`src/rtl/ptr_alloc_arbiter.sv`:
```
// Free-pointer queue sharing: round-robin allocation (pop) and release (push)
// arbiters, init hold-off after reset, and an in-use pointer count.

module ptr_rr_pick #(
    parameter int N  = 4,
    parameter int IW = (N > 1) ? $clog2(N) : 1
) (
    input  logic [N-1:0]  elig,
    input  logic [IW-1:0] last,
    output logic          any,
    output logic [IW-1:0] win
);
    logic [IW-1:0] idx;

    // First eligible index strictly after 'last', searching upward with wrap.
    always_comb begin
        any = 1'b0;
        win = last;
        idx = '0;
        for (int i = 1; i <= N; i++) begin
            idx = IW'((int'(last) + i) % N);
            if (!any && elig[idx]) begin
                any = 1'b1;
                win = idx;
            end
        end
    end
endmodule

module ptr_alloc_arbiter #(
    parameter int N_ALLOC     = 4,
    parameter int N_REL       = 4,
    parameter int PTR_W       = 10,
    parameter int PTR_TOTAL   = 511,
    parameter int INIT_CYCLES = 520
) (
    input  logic                   clk,
    input  logic                   rst,
    input  logic [N_ALLOC-1:0]     alloc_req,
    output logic [N_ALLOC-1:0]     alloc_ack,
    output logic [PTR_W-1:0]       alloc_ptr,
    input  logic [N_REL-1:0]       rel_req,
    input  logic [N_REL*PTR_W-1:0] rel_ptr,
    output logic [N_REL-1:0]       rel_ack,
    output logic                   fq_rd,
    input  logic [PTR_W-1:0]       fq_dout,
    input  logic                   fq_empty,
    output logic                   fq_wr,
    output logic [15:0]            fq_din,
    output logic                   ready,
    output logic [PTR_W-1:0]       used_cnt,
    output logic                   err_underflow
);
    localparam int AW = (N_ALLOC > 1) ? $clog2(N_ALLOC) : 1;
    localparam int RW = (N_REL > 1) ? $clog2(N_REL) : 1;
    localparam int CW = (INIT_CYCLES > 1) ? $clog2(INIT_CYCLES) : 1;

    typedef enum logic {S_INIT, S_RUN} state_t;

    state_t        state, state_nxt;
    logic [CW-1:0] init_cnt;
    logic          run;

    logic [N_ALLOC-1:0] alloc_elig;
    logic [AW-1:0]      alloc_last, a_win;
    logic               a_any, alloc_gnt;

    logic [N_REL-1:0] rel_elig;
    logic [RW-1:0]    rel_last, r_win;
    logic             r_any, rel_gnt, rel_push;
    logic [PTR_W-1:0] rel_sel;

    always_ff @(posedge clk or negedge rst) begin
        if (!rst) state <= S_INIT;
        else      state <= state_nxt;
    end

    always_comb begin
        state_nxt = state;
        if (state == S_INIT && init_cnt == CW'(INIT_CYCLES - 1))
            state_nxt = S_RUN;
    end

    always_ff @(posedge clk or negedge rst) begin
        if (!rst)
            init_cnt <= '0;
        else if (state == S_INIT && init_cnt != CW'(INIT_CYCLES - 1))
            init_cnt <= init_cnt + 1'b1;
    end

    assign run   = (state == S_RUN);
    assign ready = run;

    // A requester in its ack cycle is masked so a held request cannot win twice in a row.
    assign alloc_elig = alloc_req & ~alloc_ack;
    assign rel_elig   = rel_req & ~rel_ack;

    ptr_rr_pick #(.N(N_ALLOC), .IW(AW)) u_alloc_pick (
        .elig(alloc_elig), .last(alloc_last), .any(a_any), .win(a_win)
    );

    ptr_rr_pick #(.N(N_REL), .IW(RW)) u_rel_pick (
        .elig(rel_elig), .last(rel_last), .any(r_any), .win(r_win)
    );

    assign alloc_gnt = run && a_any && !fq_empty;
    assign fq_rd     = alloc_gnt;
    assign rel_gnt   = run && r_any;
    assign rel_push  = rel_gnt && (used_cnt != '0);
    assign rel_sel   = rel_ptr[r_win*PTR_W +: PTR_W];

    always_ff @(posedge clk or negedge rst) begin
        if (!rst) begin
            alloc_ack  <= '0;
            alloc_ptr  <= '0;
            alloc_last <= AW'(N_ALLOC - 1);
        end else begin
            alloc_ack <= '0;
            if (alloc_gnt) begin
                alloc_ack[a_win] <= 1'b1;
                alloc_ptr        <= fq_dout;
                alloc_last       <= a_win;
            end
        end
    end

    // A release with nothing allocated is acked but dropped, never pushed.
    always_ff @(posedge clk or negedge rst) begin
        if (!rst) begin
            rel_ack       <= '0;
            rel_last      <= RW'(N_REL - 1);
            fq_wr         <= 1'b0;
            fq_din        <= '0;
            err_underflow <= 1'b0;
        end else begin
            rel_ack <= '0;
            fq_wr   <= 1'b0;
            if (rel_gnt) begin
                rel_ack[r_win] <= 1'b1;
                rel_last       <= r_win;
                if (rel_push) begin
                    fq_wr  <= 1'b1;
                    fq_din <= 16'(rel_sel);
                end else begin
                    err_underflow <= 1'b1;
                end
            end
        end
    end

    always_ff @(posedge clk or negedge rst) begin
        if (!rst)
            used_cnt <= '0;
        else begin
            case ({alloc_gnt, rel_push})
                2'b10:   used_cnt <= used_cnt + 1'b1;
                2'b01:   used_cnt <= used_cnt - 1'b1;
                default: used_cnt <= used_cnt;
            endcase
        end
    end
endmodule

```
`config.mk`:
```
export PLATFORM = sky130hd
export DESIGN_NAME = ptr_alloc_arbiter
export DESIGN_NICKNAME = d
export VERILOG_FILES = /design/src/rtl/ptr_alloc_arbiter.sv
export SDC_FILE = /design/constraint.sdc
export NUM_CORES = 1
export LEC_CHECK = 0
export BUFFER_PORTS_ARGS = -buffer_cell sky130_fd_sc_hd__buf_2
export CORE_MARGIN = 1
export CORE_UTILIZATION = 42
export CTS_BUF_LIST = sky130_fd_sc_hd__clkbuf_4 sky130_fd_sc_hd__clkbuf_8 sky130_fd_sc_hd__clkbuf_16
export DETAILED_ROUTE_END_ITERATION = 8
export GPL_TIMING_DRIVEN = 0
export PLACE_DENSITY = 0.7
export SETUP_SLACK_MARGIN = 0.15
export SKIP_CTS_REPAIR_TIMING = 1
export SLEW_MARGIN = 20
export SYNTH_ARGS = -nofsm -noshare
export SYNTH_HDL_FRONTEND = slang
export SYNTH_SLANG_ARGS = --single-unit
```
`constraint.sdc`:
```
create_clock -name clk -period 9.7 [get_ports clk]
set_input_delay 0.97 -clock clk [delete_from_list [all_inputs] [get_ports clk]]
set_output_delay 0.97 -clock clk [all_outputs]
set_load 0.02 [all_outputs]
```
==> results.json <==
{
  "drc": 0,
  "worst_ep_required_time_ps": 9920,
  "path_class": "in2reg",
  "path_max_fanout": 12,
  "synth_edf_count": 0,
  "fin_skew_ps": 4.07,
  "diodes": 0,
  "cts_max_level": 2,
  "routabilityCongestion": 0.869,
  "portBuffers": 102,
  "ir_worst_vdd_mv": 0.0675,
  "synth_top_cells_by_area": "dfrtp_1 (40%), a211oi_2 (3.9%), ha_1 (3.9%)",
  "fin_crit_sh_pct": 44.2,
  "wire_per_inst_um": 14.2,
  "antenna_found_initial": 0,
  "syn2layout_area_growth_pct": 24.2,
  "rsz0062_at_grt": "no",
  "fmax_mhz": 234,
  "fin_area_mm2": 0.00397,
  "fin_setup_tns_ps": 0,
  "worstMarginPinSlew_ps": 705,
  "grt_pass1_vias": 2516,
  "path_cells": "buf_2 -> nor2b_1 -> o41ai_2 -> or2_2 -> inv_2 -> clkbuf_1 -> ha_1 -> ha_1 -> a21oi_1 -> o2111ai_1 -> a41oi_1 -> and3b_1 -> a211oi_1",
  "clk_pin_slew_worst_paths_ps": 100,
  "slew_viol_final": 0,
  "grt_max_degree": 56,
  "fill_cells": 688,
  "register_area_mm2": 0.00138,
  "vias": 2728,
  "synth.distinct_cells": 60,
  "die_w_um": 89.2,
  "synth.avg_cell_area_um2": 10.4,
  "synthArstFlopShare_pct": 100,
  "cpPeakStageDelay_ps": 560,
  "rr_startpoint": "rel_ack[0]$_DFF_PN0_",
  "via_per_inst": 5.23,
  "first_pass_iters": 4,
  "post-route-util_pct": 54.4,
  "multi_input_area_mm2": 0.00165,
  "cp-start-kind": "input pin",
  "min-delay-start": "err_underflow$_DFFE_PN0P_",
  "start_util_pct": 43.8,
  "tritoncts": "done",
  "max-cap-violations": 0,
  "fin_nets": 494,
  "fp.coreArea_mm2": 0.00729,
  "post_synth_inst_count": 308,
  "leakage_nw": 2.14,
  "die_h_um": 89.2,
  "drtIter0Drc": 127,
  "yosysTopAreaCell": "dfrtp_1",
  "end_kind": "flip-flop",
  "routed_wl_mm": 7.40,
  "placed_cell_area_mm2": 0.00385,
  "power.density_mw_per_mm2": 107,
  "outcome": "completed",
  "synth-seq-area-share_pct": 43.3,
  "cp-startpoint": "rel_req[0]",
  "row_count": 31,
  "crit_path_frequent_cell": "ha_1",
  "cp.arrival_ps": 4500,
  "synth_flop_cell": "dfrtp_1",
  "synth_top_cells_by_count": "dfrtp_1 (51), nor2_1 (22), nand2_1 (19)",
  "relSlewSlack_pct": 53.0,
  "numCtsBuffers": 5,
  "die_area_mm2": 0.00795,
  "antenna_left": 0,
  "crit_path_top_delay_cell": "ha_1",
  "hold_violations": 0,
  "drive_gt1_share_pct": 35.9,
  "grt_pass1_wl_mm": 11.9,
  "synth_seq_cells": 55,
  "cts_max_path_buffers": 2,
  "clkLatencyLatePin_ps": 300,
  "clock_sinks": 55,
  "ys_warn_count": 0,
  "finalSetupViolCount": 0,
  "clock-root-buffer": "clkbuf_8",
  "synth_area_mm2": 0.00319,
  "synth_most_common_cell": "dfrtp_1",
  "dpl.hpwl_mm": 5.57,
  "io_pins": 109,
  "grt-ovfl-total": 0,
  "hold_class": "reg2reg",
  "grt_usage_pct": 19.4,
  "min_period_ps": 4280,
  "holdWs_ps": 474,
  "yosys.area.top_type_share_pct": 40.0
}
[final timing paths]
check | end | slack (ps) | cells past startpoint
min in group asynchronous | alloc_ptr[5]$_DFFE_PN0P_ | 700 | 1
worst max-delay path | used_cnt[9]$_DFFE_PN0P_ | 5420 | 13
worst max register to register | used_cnt[9]$_DFFE_PN0P_ | 5780 | 12
worst min register to register | err_underflow$_DFFE_PN0P_ | 470 | 1
max in group asynchronous | init_cnt[8]$_DFFE_PN0P_ | 8530 | 1
worst min-delay path | err_underflow$_DFFE_PN0P_ | 470 | 1
[metal layers]
metal	track usage (%)	wire, µm	up-vias
met5	0	0	-
met4	6.78	80	0
met3	3.23	409	7
met2	32.1	3620	81
met1	25.7	3300	1303
li1	-	-	1337
[state kept, by name, indices dropped and copies added (netlist names)]
name	flops
alloc_ptr	10
fq_wr	1
init_cnt	10
used_cnt	10
rel_ack	4
ready	1
rel_last	2
fq_din	10
alloc_last	2
alloc_ack	4
err_underflow	1
[worst max-delay path, delay by kind of cell]
kind / cells / cell delay (ps)
AND/OR/NAND/NOR: 3 / 820
AO/OA/AOI/OAI: 5 / 1220
adder cells (fa/ha/maj): 2 / 880
buffers and inverters: 3 / 600
[layout by cell type (no fill, tap or decap), types with 5 or more instances in the layout]
master,Yosys,routed
mux2_2,8,8
mux2i_1,11,11
nor2b_1,5,5
buf_4,6,7
mux2_1,6,6
clkbuf_1,7,7
a211oi_1,12,12
nand2_1,19,19
nand2b_1,7,7
ha_1,10,10
inv_1,18,18
buf_2,4,105
a2111oi_0,10,10
a211oi_2,10,10
clkbuf_8,0,6
nor2_1,22,22
conb_1,1,6
xnor2_1,6,6
nor3_1,5,5
xor2_1,10,10
dfrtp_1,51,51
o21ai_0,7,7
a21oi_1,8,8
[where the power goes]
part / switching, mW / leakage (nW) / internal (mW)
clock: 0.0752 / 0.0612 / 0.0837
combinational: 0.0205 / 1.34 / 0.0162
sequential: 0 / 0.740 / 0.229
[stage by stage]
step                      std cells  worst slack (ps)  power (mW)
after global placement          514              5150       0.270
after global routing            522              5120       0.443
final                           522              5420       0.425
after CTS                       522              5390       0.431
after floorplan                 313              5840       0.251
after detailed placement        514              5080       0.271
[kinds of logic after synthesis]
logic type,after synthesis,synth area share [%]
xor+xnor,16,4.39
buf+inv,39,5.68
simple gates,90,15.7
flops,55,43.3
compound gates,71,17.9
other cells,1,0.117
fa+ha+maj,11,4.55
mux,25,8.39
[area by class of cell]
| class | instances | share of cell area, % |
|---|---|---|
| clock inverter | 2 | 0.884 |
| clock buffer | 6 | 2.08 |
| buffer | 19 | 2.68 |
| timing repair buffer | 102 | 12.9 |
| tap | 99 | 3.12 |
| sequential | 55 | 34.8 |
| multi-input combinational | 219 | 41.6 |
| inverter | 20 | 1.89 |
Power figures use the tool's default switching activity.
